### src/rtl/fact_pkg.sv
`default_nettype none
// +-----------------------------------------------------------------------------+
// | Module   : fact_pkg                                                         |
// | Desc     : Shared controller state codes and counter constants for the      |
// |            factorisation game.                                              |
// | Revision : 1.0 - initial release                                            |
// +-----------------------------------------------------------------------------+
package fact_pkg;

  typedef enum logic [3:0] {
    ST_QUESTION = 4'b0011,
    ST_INPUT    = 4'b0100,
    ST_DRAW     = 4'b0110,
    ST_GOOD     = 4'b1000,
    ST_OUCH     = 4'b1001,
    ST_WIN      = 4'b1010,
    ST_LOSE     = 4'b1011
  } fact_state_e;

  localparam int unsigned CODE_BLANK = 0;

  // Any of these states ends the round and wipes the entry/question context.
  function automatic logic is_round_end(input logic [3:0] st);
    return (st == ST_DRAW) || (st == ST_GOOD) || (st == ST_OUCH) ||
           (st == ST_WIN)  || (st == ST_LOSE);
  endfunction

endpackage
`default_nettype wire

### src/rtl/btn_edge.sv
`default_nettype none
// +-----------------------------------------------------------------------------+
// | Module   : btn_edge                                                         |
// | Desc     : Registered rising-edge detector; a held level yields one pulse.  |
// | Revision : 1.0 - initial release                                            |
// +-----------------------------------------------------------------------------+
module btn_edge #(
  parameter int W = 1
) (
  input  logic         CLK,
  input  logic         RST,
  input  logic [W-1:0] i_btn,
  output logic [W-1:0] o_rise
);

  logic [W-1:0] r_btn_q;

  always_ff @(posedge CLK) begin
    if (RST) begin
      r_btn_q <= '0;
    end else begin
      r_btn_q <= i_btn;
    end
  end

  assign o_rise = i_btn & ~r_btn_q;

endmodule
`default_nettype wire

### src/rtl/answer_entry_ctrl.sv
`default_nettype none
// +-----------------------------------------------------------------------------+
// | Module   : answer_entry_ctrl                                                |
// | Desc     : Answer-entry counters, judge handshake and question hold with    |
// |            7-seg digit output for the factorisation game.                   |
// | Revision : 1.0 - initial release                                            |
// +-----------------------------------------------------------------------------+
module answer_entry_ctrl
  import fact_pkg::*;
#(
  parameter int NUM_SLOTS  = 3,
  parameter int DIGIT_W    = 4,
  parameter int MAX_CODE   = 9,
  parameter int QUESTION_W = 26
) (
  input  logic                             CLK,
  input  logic                             RST,
  input  logic [3:0]                       STATE,
  input  logic [NUM_SLOTS-1:0]             SEL,
  input  logic                             CLR,
  input  logic                             DEC,
  input  logic [QUESTION_W-1:0]            QUESTION,
  input  logic                             QUESTION_VALID,
  input  logic                             ANS_ACK,
  output logic [NUM_SLOTS*DIGIT_W-1:0]     ANSWER,
  output logic                             ANS_VALID,
  output logic                             QUE_OK,
  output logic [2*NUM_SLOTS*DIGIT_W-1:0]   SEG
);

  localparam int c_ANS_W = NUM_SLOTS * DIGIT_W;
  localparam int c_SEG_W = 2 * c_ANS_W;
  localparam int c_BTN_W = NUM_SLOTS + 2;
  localparam logic [DIGIT_W-1:0] c_BLANK = DIGIT_W'(CODE_BLANK);
  localparam logic [DIGIT_W-1:0] c_MAX   = DIGIT_W'(MAX_CODE);
  localparam logic [DIGIT_W-1:0] c_FIRST = DIGIT_W'(1);

  logic [c_BTN_W-1:0]   w_btn;
  logic [c_BTN_W-1:0]   w_rise;
  logic                 w_dec_evt;
  logic                 w_clr_evt;
  logic [NUM_SLOTS-1:0] w_sel_evt;
  logic                 w_entry_active;
  logic                 w_round_end;
  logic                 w_unused_question_lo;

  logic [DIGIT_W-1:0]   w_count [NUM_SLOTS];
  logic [c_ANS_W-1:0]   w_count_flat;
  logic [c_SEG_W-1:0]   w_seg_input;
  logic [c_SEG_W-1:0]   w_seg_question;

  logic [13:0]          r_question;
  logic                 r_que_ok;
  logic                 r_ans_valid;
  logic [c_ANS_W-1:0]   r_answer;
  logic [c_SEG_W-1:0]   r_seg;

  assign w_btn = {DEC, CLR, SEL};

  btn_edge #(
    .W (c_BTN_W)
  ) u_btn_edge (
    .CLK    (CLK),
    .RST    (RST),
    .i_btn  (w_btn),
    .o_rise (w_rise)
  );

  assign w_dec_evt      = w_rise[c_BTN_W-1];
  assign w_clr_evt      = w_rise[NUM_SLOTS];
  assign w_sel_evt      = w_rise[NUM_SLOTS-1:0];
  assign w_entry_active = (STATE == ST_INPUT) && !r_ans_valid;
  assign w_round_end    = is_round_end(STATE);

  // Only the top 14 bits of the DB word carry {diff, q}.
  assign w_unused_question_lo = ^QUESTION[QUESTION_W-15:0];

  generate
    for (genvar gi = 0; gi < NUM_SLOTS; gi++) begin : g_slot
      logic [DIGIT_W-1:0] r_cnt;
      logic [DIGIT_W-1:0] w_cnt_step;

      // Blank steps to 1 through the plain increment; MAX wraps to 1, never to blank.
      assign w_cnt_step = (r_cnt == c_MAX) ? c_FIRST : (r_cnt + c_FIRST);

      always_ff @(posedge CLK) begin
        if (RST || w_round_end) begin
          r_cnt <= c_BLANK;
        end else if (w_entry_active && !w_dec_evt) begin
          if (w_clr_evt) begin
            r_cnt <= c_BLANK;
          end else if (w_sel_evt[gi]) begin
            r_cnt <= w_cnt_step;
          end
        end
      end

      assign w_count[gi]                                = r_cnt;
      assign w_count_flat[gi*DIGIT_W +: DIGIT_W]        = r_cnt;
      assign w_seg_input[2*gi*DIGIT_W +: 2*DIGIT_W]     = {r_cnt, r_cnt};
    end
  endgenerate

  always_comb begin
    w_seg_question                                  = '0;
    w_seg_question[0*DIGIT_W +: DIGIT_W]            = DIGIT_W'(r_question[3:0]);
    w_seg_question[1*DIGIT_W +: DIGIT_W]            = DIGIT_W'(r_question[7:4]);
    w_seg_question[2*DIGIT_W +: DIGIT_W]            = DIGIT_W'(r_question[11:8]);
    w_seg_question[(2*NUM_SLOTS-1)*DIGIT_W +: DIGIT_W] = DIGIT_W'(r_question[13:12]);
  end

  always_ff @(posedge CLK) begin
    if (RST || w_round_end) begin
      r_question  <= '0;
      r_que_ok    <= 1'b0;
      r_ans_valid <= 1'b0;
      r_answer    <= '0;
      r_seg       <= '0;
    end else begin
      // ANS_VALID gates entry, so a DEC in the drop cycle never re-arms.
      if (r_ans_valid && ANS_ACK) begin
        r_ans_valid <= 1'b0;
      end else if (w_entry_active && w_dec_evt) begin
        r_answer    <= w_count_flat;
        r_ans_valid <= 1'b1;
      end

      if (QUESTION_VALID && !r_que_ok) begin
        r_question <= QUESTION[QUESTION_W-1 -: 14];
        r_que_ok   <= 1'b1;
      end

      if (STATE == ST_INPUT) begin
        r_seg <= w_seg_input;
      end else if (STATE == ST_QUESTION) begin
        r_seg <= w_seg_question;
      end
    end
  end

  assign ANSWER    = r_answer;
  assign ANS_VALID = r_ans_valid;
  assign QUE_OK    = r_que_ok;
  assign SEG       = r_seg;

endmodule
`default_nettype wire

### config.mk
export PLATFORM = sky130hd
export DESIGN_NAME = answer_entry_ctrl
export DESIGN_NICKNAME = d
export VERILOG_FILES = /design/src/rtl/fact_pkg.sv /design/src/rtl/btn_edge.sv /design/src/rtl/answer_entry_ctrl.sv
export SDC_FILE = /design/constraint.sdc
export NUM_CORES = 1
export LEC_CHECK = 0
export CORE_MARGIN = 3
export CORE_UTILIZATION = 50
export DETAILED_ROUTE_END_ITERATION = 16
export MAX_ROUTING_LAYER = met4
export PLACE_DENSITY = 0.94
export SETUP_SLACK_MARGIN = 0.15
export SYNTH_ARGS = -nofsm -noshare
export SYNTH_HDL_FRONTEND = slang
export SYNTH_HIERARCHICAL = 1
export SYNTH_SLANG_ARGS = --single-unit
### constraint.sdc
create_clock -name CLK -period 3.7 [get_ports CLK]
set_clock_uncertainty 0.1 [all_clocks]
set_input_delay 0.555 -clock CLK [delete_from_list [all_inputs] [get_ports CLK]]
set_output_delay 0.555 -clock CLK [all_outputs]
set_load 0.01 [all_outputs]
==> metrics.md, run 1 <==
| Metric | Value |
|---|---|
| Number of global-route vias before repair | 2324 |
| Most common cell after layout, fill and taps aside | nand2_1 |
| Gpl congestion | 0.8871 |
| Tot Pwr | 1.452 mW |
| Met2 WL | 3128 um |
| Pwr dens | 398.1 mW/mm^2 |
| Synth Warn # | 6 |
| Tcrit/Tclk final | 67.29% |
| Final setup fails | 0 |
| Max-Slew Margin vs Limit | 44.45% |
| Core footprint | 0.005205 sq mm |
| Hold path start | r_question[0] |
| Die Span X | 79.84 um |
| Net Switching | 0.3411 mW |
| Post-Synthesis Mean Instance Area | 8.415 sq um |
| Buf+Inv Stages, Crit Path | 2 |
| Design area | 0.003647 sq mm |
| P&R area growth vs syn | 33.78% |
| Clk network pwr share | 42.0% |
| Max-Cap Viols | 0 |
| DP Area | 0.003446 sq mm |
| Max Slew Vio Count | 0 |
| Max Used Layer | met4 |
| Global Route Usage Sum | 22.22% |
| Synth Register Bits | 67 |
| Internal power | 1.111 mW |
| Largest fanout on the critical path | 11 |
| Crit path max-delay cell type | nor4b_4 |
| Post-Route Setup TNS | 0 ns |
| PnR worst setup slack | 1.210 ns |
| Post-CTS sizing | 0 |
| Reg2Reg Depth | 6 |
| Terminus of the critical flop-to-flop path | g_slot[2].r_cnt[1] |
| Largest net degree at the start of global routing | 35 |
| CTS Buffer Depth | 2 |
| Routed len/inst | 14.06 um |
| CP Depth | 6 |
| NumNets Final | 433 |
| Postcts setup bufs | 0 |
| Status | finished clean |
| Finished Core Util | 70.07% |
| DRT met1 WL | 2808 um |
| Number of flops mapped to enable cells by yosys | 0 |
| DR pass1 iterations | 5 |
| Hold violation total from the final report | 0 |
| Hold_ws | 0.3593 ns |
| Sink Count | 67 |
| Worst path required time | 3.87 ns |
| Peak per-stage delay on the critical path | 0.51 ns |
| Peak supply drop | 277.7 uV |
| Sequential power share | 50.9% |
| Async set or reset register ratio after synthesis | 0% |
| CTS root buf | clkbuf_8 |
| # hold bufs at CTS | 0 |
| Reg2Reg Setup Slack | 2.01 ns |
| Worst-Margin Slew | 0.8316 ns |
| Die ar. | 0.006374 sq mm |
| Inst Count DP | 447 |
| Antenna violations before repair | 0 |
| TritonCTS clock tree | built |
| Hold Path Depth | 2 |
| Crit path kind | in2reg |
| I/O pin cnt | 77 |
| Clk_lat worst skew | 0.34 ns |
| Multi-input logic area | 0.001296 sq mm |
| Switch share | 23.49% |
| Via density | 5.376 |
| Fmax | 401.6 MHz |
| Share of cells above drive strength 1 | 6.616% |
| RSZ-0062 raised after global routing | false |
| Port bufs | 64 |
| Reg area | 0.001341 sq mm |
| Htree depth | 3 |
| R2R Path Start | g_slot[2].r_cnt[1] |
| Die Ht | 79.84 um |
| Worst-path cell chain | clkdlybuf4s50_1, nor4b_4, buf_4, o211ai_1, or4_1, a21oi_1 |
| # DRC | 0 |
| Starting density of the core | 52.38% |
| Comb pwr share | 7.1% |
| First-pass GRT wire length | 10760 um |
| Metal3 WL | 456 um |
| Worst hold path class | reg2reg |
| Setup crit start kind | input port |
| Most frequent cells in the layout | nand2_1 (88), dfxtp_1 (67), clkdlybuf4s50_1 (64) |
| DRT iter0 DRCs | 222 |
| Crit path to | g_slot[1].r_cnt[1] |
| Cell area after synthesis | 0.002726 sq mm |
| Clk slew on worst S/H paths | 0.08 ns |
| GR Overflow Total | 0 |
| Sequential area share after synthesis | 49.20% |
| WL final | 6508 um |
| Yosys cell types | 32 |
| Syn Inst Count | 324 |
| Final Non-Filler Cells | 463 |
| Crit. Startpoint | STATE[1] |
| Fill count | 405 |
| Diodes inserted | 0 |
| Lkg Pwr | 1.307 nW |
| Tmin final | 2.490 ns |
| Core Rows | 26 |
| Crit. End Element | register |
| Most used DFF post-synth | dfxtp_1 |
| Top delay family on crit path | simple AND/OR/NAND/NOR gates |
| Data arrival, critical path | 2.66 ns |
| Dpl hpwl | 4673 um |
| Syn nets | 369 |
| Worst slack, placed | 0.8699 ns |
| Antenna Nets Post-Route | 0 |
| Routed vias | 2489 |
| CTS Buf Count | 9 |
## worst min-delay path, stage by stage (launching register included)
cell and delay [ns]:
dfxtp_1 0.32, nand2_1 0.05, a21oi_1 0.05
## cell type report
| cell class | instances | share of cell area (%) |
|---|---|---|
| timing repair buffer | 70 | 19.14 |
| clock buffer | 10 | 3.774 |
| multi-input combinational | 234 | 35.54 |
| sequential | 67 | 36.78 |
| tap | 70 | 2.401 |
| clock inverter | 6 | 1.750 |
| inverter | 6 | 0.6175 |
## layer usage
metal	global-route usage [%]	vias up
met4	8.615	0
met3	6.772	13
met1	26.62	1159
li1	-	1231
met5	-	-
met2	35.14	86
## worst min path at each step
stage	slack (ns)	endpoint
finish	0.36	r_question[0]
global route	0.37	r_question[9]
CTS	0.36	r_question[0]
detailed placement	0.35	r_question[0]
global placement	0.34	r_question[12]
floorplan	0.34	r_question[0]
## power groups by stage
stage	sequential, mW	combinational, mW	clock (mW)
after CTS	0.739	0.104	0.618
after global routing	0.740	0.114	0.647
final	0.739	0.104	0.610
after global placement	0.754	0.100	0
after detailed placement	0.755	0.103	0
after floorplan	0.754	0.0522	0
## sequential cells by signal (all words and copies together), names as in the netlist
| signal | cells |
|---|---|
| SEG | 22 |
| ANSWER | 12 |
| g_slot.r_cnt | 12 |
| QUE_OK | 1 |
| ANS_VALID | 1 |
| r_question | 14 |
| u_btn_edge/r_btn_q | 5 |
## kinds of logic (layout without fill, tap and decap cells)
family,count (synthesis),in the layout,synth area share (%)
DFF,67,67,49.20
muxes,12,12,4.406
and+or+nand+nor,153,153,26.39
buffers and inverters,23,92,3.534
adders and majority gates,6,6,2.753
AOI/OAI and AO/OA,63,63,13.72
## cells in the mapped netlist, drive strengths merged, types with 6 or more instances
cell type  count  share of area [%]
nand2         88                 12
inv            6               0.83
clkbuf        13                1.8
ha             6                2.8
a31oi         14                3.2
mux2i         12                4.4
nor2          24                3.3
nor2b         12                2.8
a21oi         31                5.7
dfxtp         67                 49
Power figures use the tool's default switching activity.
==> inputs of run 2 (changes only) <==
--- a/config.mk
+++ b/config.mk
@@ -6,10 +6,10 @@
 export NUM_CORES = 1
 export LEC_CHECK = 0
 export CORE_MARGIN = 3
-export CORE_UTILIZATION = 50
+export CORE_UTILIZATION = 47
 export DETAILED_ROUTE_END_ITERATION = 16
 export MAX_ROUTING_LAYER = met4
-export PLACE_DENSITY = 0.94
+export PLACE_DENSITY = 0.9
 export SETUP_SLACK_MARGIN = 0.15
 export SYNTH_ARGS = -nofsm -noshare
 export SYNTH_HDL_FRONTEND = slang
==> constraint.sdc (replaced) <==
create_clock -name CLK -period 2.45 [get_ports CLK]
set_clock_uncertainty 0.1 [all_clocks]
set_input_delay 0.3675 -clock CLK [delete_from_list [all_inputs] [get_ports CLK]]
set_output_delay 0.3675 -clock CLK [all_outputs]
set_load 0.01 [all_outputs]
==> metrics.md, run 2 (same netlist as run 1, synthesis figures left out) <==
| Metric | Value |
|---|---|
| Status | finished clean |
| Tcrit/Tclk final | 81.94% |
| Max-Cap Viols | 0 |
| GR Overflow Total | 0 |
| Worst-path cell chain | clkdlybuf4s50_1, or4b_1, nor3_2, nand2_1, a221oi_1 |
| Max FFs per register | 22 |
| Max Slew Vio Count | 0 |
| Routed vias | 2509 |
| CTS Buf Count | 9 |
| Pwr dens | 636.0 mW/mm^2 |
| Die Ht | 82.16 um |
| Reg2Reg Depth | 5 |
| Largest net degree at the start of global routing | 52 |
| Number of global-route vias before repair | 2377 |
| Largest fanout on the critical path | 6 |
| Most common cell after layout, fill and taps aside | nand2_1 |
| Routed len/inst | 14.10 um |
| Top delay family on crit path | simple AND/OR/NAND/NOR gates |
| Clk_lat worst skew | 0.34 ns |
| Sink Count | 67 |
| Most frequent cells in the layout | nand2_1 (88), dfxtp_1 (67), clkdlybuf4s50_1 (64) |
| Share of cells above drive strength 1 | 8.229% |
| Tmin final | 2.008 ns |
| Post-CTS sizing | 0 |
| Crit. End Element | register |
| CTS root buf | clkbuf_8 |
| CP Depth | 5 |
| Via density | 5.304 |
| Hold violation total from the final report | 0 |
| Antenna Nets Post-Route | 0 |
| Buf+Inv Stages, Crit Path | 1 |
| CTS Buffer Depth | 2 |
| Global Route Usage Sum | 22.29% |
| Worst hold path class | reg2reg |
| Crit path kind | in2reg |
| # DRC | 0 |
| Dpl hpwl | 4648 um |
| Htree depth | 3 |
| DR pass1 iterations | 4 |
| NumNets Final | 441 |
| Hold_ws | 0.3553 ns |
| Port bufs | 64 |
| WL final | 6670 um |
| Post-Route Setup TNS | 0 ns |
| First-pass GRT wire length | 11070 um |
| Lkg Pwr | 1.373 nW |
| RSZ-0062 raised after global routing | false |
| Postcts setup bufs | 0 |
| Die ar. | 0.006750 sq mm |
| Gpl congestion | 0.9239 |
| Diodes inserted | 0 |
| Die Span X | 82.16 um |
| Peak per-stage delay on the critical path | 0.60 ns |
| Starting density of the core | 48.91% |
| I/O pin cnt | 77 |
| Peak supply drop | 369.8 uV |
| Core footprint | 0.005574 sq mm |
| TritonCTS clock tree | built |
| Final setup fails | 0 |
| P&R area growth vs syn | 38.00% |
| Worst path required time | 2.59 ns |
| Crit path max-delay cell type | or4b_1 |
| Data arrival, critical path | 2.15 ns |
| Core Rows | 27 |
| Worst-Margin Slew | 0.5167 ns |
| Hold Path Depth | 2 |
| Setup crit start kind | input port |
| Clk slew on worst S/H paths | 0.07 ns |
| # hold bufs at CTS | 0 |
| Antenna violations before repair | 0 |
| Max-Slew Margin vs Limit | 65.55% |
| DRT iter0 DRCs | 235 |
| Fmax | 498.1 MHz |
## run 2: cell count changes in the layout (fill, tap and decap cells not counted), sizes merged
| cell | delta |
|---|---|
| inv | -1 |
| clkbuf | +1 |
| bufinv | +2 |
| buf | +8 |
| clkinvlp | -2 |
## run 2: metal layers
metal  global-route usage (%)  wire (um)
met1                    26.95       2929
met2                    35.38       3213
met3                    7.701        473
met4                    6.312         54
met5                        -          0
## run 2: final timing paths
| check | from | to | slack [ns] |
|---|---|---|---|
| worst min register to register | r_question[3] | r_question[3] | 0.36 |
| worst max-delay path | STATE[1] | g_slot[0].r_cnt[0] | 0.44 |
| worst min-delay path | r_question[3] | r_question[3] | 0.36 |
| worst max register to register | u_btn_edge/r_btn_q[3] | g_slot[0].r_cnt[1] | 0.79 |
## run 2: worst register-to-register path: cells and delay by family (launching register included)
kind | cells | cell delay (ns)
AOI/OAI and AO/OA | 2 | 0.31
buffers and inverters | 1 | 0.17
DFF | 1 | 0.31
and+or+nand+nor | 2 | 0.70
## run 2: per-stage QoR
stage               cells  worst slack, ns  power [mW]  instance area (sq um)  utilization, %
floorplan             324           0.6990       1.218                   2726               -
global placement      457           0.1435       1.301                   3521           63.17
detailed placement    457           0.1062       1.307                   3521           63.17
CTS                   473           0.4443       2.400                   3762           67.50
global route          473           0.3035       2.485                   3762           67.50
finish                473           0.4425       2.393                   3762           67.50
## run 2: layout make-up
cell class              count  area (sq um)
fillers                   449          1812
flip-flops and latches     67          1341
multi-input cells         234          1296
repair buffers             78         770.7
clock buffers              11         141.4
clock inverters             5         100.1
well taps                  72         90.09
inverters                   6         22.52
## run 2: where the power goes
| group | leakage, nW | internal, mW | switching, mW |
|---|---|---|---|
| combinational | 0.707 | 0.0833 | 0.0846 |
| clock | 0.123 | 0.701 | 0.409 |
| sequential | 0.543 | 1.11 | 0.00902 |
==> inputs of run 3 (changes only) <==
==> constraint.sdc (replaced) <==
create_clock -name CLK -period 1.9 [get_ports CLK]
set_clock_uncertainty 0.1 [all_clocks]
set_input_delay 0.285 -clock CLK [delete_from_list [all_inputs] [get_ports CLK]]
set_output_delay 0.285 -clock CLK [all_outputs]
set_load 0.01 [all_outputs]
==> metrics.md, run 3 (same netlist as run 1, synthesis figures left out) <==
| Metric | Value |
|---|---|
| Status | finished clean |
| Max-Cap Viols | 0 |
| Hold Crit Endpoint | r_question[12] |
| Dpl hpwl | 4783 um |
| Buf+Inv Stages, Crit Path | 1 |
| Multi-input logic area | 0.001320 sq mm |
| Htree depth | 3 |
| Global Route Usage Sum | 23.75% |
| Diodes inserted | 0 |
| CTS Buffer Depth | 2 |
| Die Span X | 82.16 um |
| Fmax | 584.0 MHz |
| Max-Slew Margin vs Limit | 66.35% |
| Antenna Nets Post-Route | 0 |
| Die ar. | 0.006750 sq mm |
| Grt met2 use | 38.61% |
| Via density | 5.365 |
| Worst path required time | 1.51 ns |
| Routed vias | 2602 |
| Max Slew Vio Count | 0 |
| Data arrival, critical path | 1.33 ns |
| Post-Route Setup TNS | 0 ns |
| Most common cell after layout, fill and taps aside | nand2_1 |
| Clk_lat worst skew | 0.36 ns |
| Worst hold path class | reg2reg |
| Hold Path Depth | 2 |
| Most Used Layer, Global Route | met2 |
| NumNets Final | 454 |
| Peak per-stage delay on the critical path | 0.56 ns |
| Sequential power share | 46.1% |
| Setup crit start kind | register |
| Worst-Margin Slew | 0.5048 ns |
| Reg area | 0.001348 sq mm |
| RSZ-0062 raised after global routing | false |
| # DRC | 0 |
| Comb pwr share | 7.5% |
| Hold violation total from the final report | 0 |
| Pwr dens | 803.6 mW/mm^2 |
| Clk slew on worst S/H paths | 0.07 ns |
| Core footprint | 0.005574 sq mm |
| Crit path max-delay cell type | clkdlybuf4s50_1 |
| Reg2Reg Setup Slack | 0.24 ns |
| GR Layer Usage met1 | 26.94% |
| Top delay family on crit path | buffers and inverters |
| Net Switching | 0.7062 mW |
| DR pass1 iterations | 4 |
| Max FFs per register | 22 |
| Hold_ws | 0.3566 ns |
| Final setup fails | 0 |
| # hold bufs at CTS | 0 |
| Crit. End Element | output pin |
| Core Rows | 27 |
| Switch share | 22.66% |
| Tcrit/Tclk final | 90.13% |
| R2R Path Start | g_slot[2].r_cnt[1] |
| GR Overflow Total | 0 |
| TritonCTS clock tree | built |
| Clk network pwr share | 46.4% |
| DRT iter0 DRCs | 206 |
| Peak supply drop | 639.0 uV |
| Worst-path cell chain | clkdlybuf4s50_1 |
| Port bufs | 64 |
| Largest fanout on the critical path | 6 |
| Terminus of the critical flop-to-flop path | g_slot[2].r_cnt[1] |
| Reg2Reg Depth | 6 |
| First-pass GRT wire length | 11510 um |
| Gpl congestion | 0.8884 |
| Starting density of the core | 48.91% |
| WL final | 7241 um |
| Routed len/inst | 14.93 um |
| Sink Count | 67 |
| Most frequent cells in the layout | nand2_1 (88), dfxtp_1 (64), clkdlybuf4s50_1 (60) |
| Tmin final | 1.712 ns |
| Crit path kind | reg2out |
| Share of cells above drive strength 1 | 13.56% |
| Internal power | 2.410 mW |
| Fill count | 430 |
| CTS root buf | clkbuf_8 |
| Die Ht | 82.16 um |
| Met3 usage | 8.785% |
| CTS Buf Count | 9 |
| Antenna violations before repair | 0 |
| Lkg Pwr | 1.435 nW |
| Largest net degree at the start of global routing | 29 |
| Hold path start | r_question[12] |
| P&R area growth vs syn | 42.22% |
| Number of global-route vias before repair | 2501 |
| I/O pin cnt | 77 |
[run 3: cell types whose count changed in the layout (fill, tap and decap cells not counted), sizes merged]
cell | before | now
clkbuf | 11 | 10
clkdlybuf4s50 | 64 | 60
clkinv | 2 | 0
buf | 14 | 27
clkinvlp | 0 | 2
inv | 6 | 7
dlygate4sd2 | 0 | 3
[run 3: worst max-delay path by stage]
stage	startpoint	to	slack [ns]	cells after the start
floorplan	STATE[1]	g_slot[0].r_cnt[1]	0.23	4
global placement	STATE[1]	g_slot[0].r_cnt[1]	-0.28	5
detailed placement	STATE[1]	g_slot[0].r_cnt[1]	-0.39	5
CTS	ANS_VALID	ANS_VALID	0.20	1
global route	CLR	g_slot[1].r_cnt[1]	0.14	6
finish	ANS_VALID	ANS_VALID	0.19	1
[run 3: routing by layer]
| metal | share of wire (%) | wire [um] |
|---|---|---|
| met3 | 6.8 | 496 |
| met5 | 0 | 0 |
| met2 | 49 | 3541 |
| met4 | 1.8 | 127 |
| met1 | 42 | 3075 |
[run 3: through the flow]
stage / setup slack, ns / power [mW] / utilization, % / std cells / instance area [sq um]
finish: 0.1875 / 3.116 / 69.56 / 485 / 3877
global placement: -0.2828 / 1.690 / 64.38 / 466 / 3588
global route: 0.1423 / 3.209 / 69.56 / 485 / 3877
floorplan: 0.2315 / 1.570 / - / 324 / 2726
detailed placement: -0.3948 / 1.698 / 64.38 / 466 / 3588
CTS: 0.1952 / 3.123 / 69.32 / 485 / 3864
[run 3: final cells by class]
| cell class | instances | share of cell area, % |
|---|---|---|
| clock buffer | 9 | 3.195 |
| multi-input combinational | 234 | 34.04 |
| clock inverter | 6 | 2.936 |
| inverter | 6 | 0.5808 |
| timing repair buffer | 91 | 22.17 |
| tap | 72 | 2.323 |
| sequential | 67 | 34.75 |
[run 3: power groups by stage]
| stage | Combinational [mW] | Sequential, mW | Clock (mW) |
|---|---|---|---|
| after global routing | 0.251 | 1.44 | 1.52 |
| after detailed placement | 0.228 | 1.47 | 0 |
| final | 0.232 | 1.44 | 1.45 |
| after floorplan | 0.102 | 1.47 | 0 |
| after CTS | 0.230 | 1.44 | 1.45 |
| after global placement | 0.221 | 1.47 | 0 |
[run 3: what timing repair did]
item                                    4_1_cts  5_1_grt
buffers inserted                              4        0
pin swaps                                     4        3
gates resized for setup                       8        8
endpoints found under the setup margin       26        3
[run 3: worst register-to-register path, delay by kind of cell, from the launching register on]
kind                     cells  cell delay (ns)
buffers and inverters        1             0.08
adder cells (fa/ha/maj)      1             0.19
flip-flops                   1             0.39
AND/OR/NAND/NOR              3             0.68
AO/OA/AOI/OAI                1             0.15
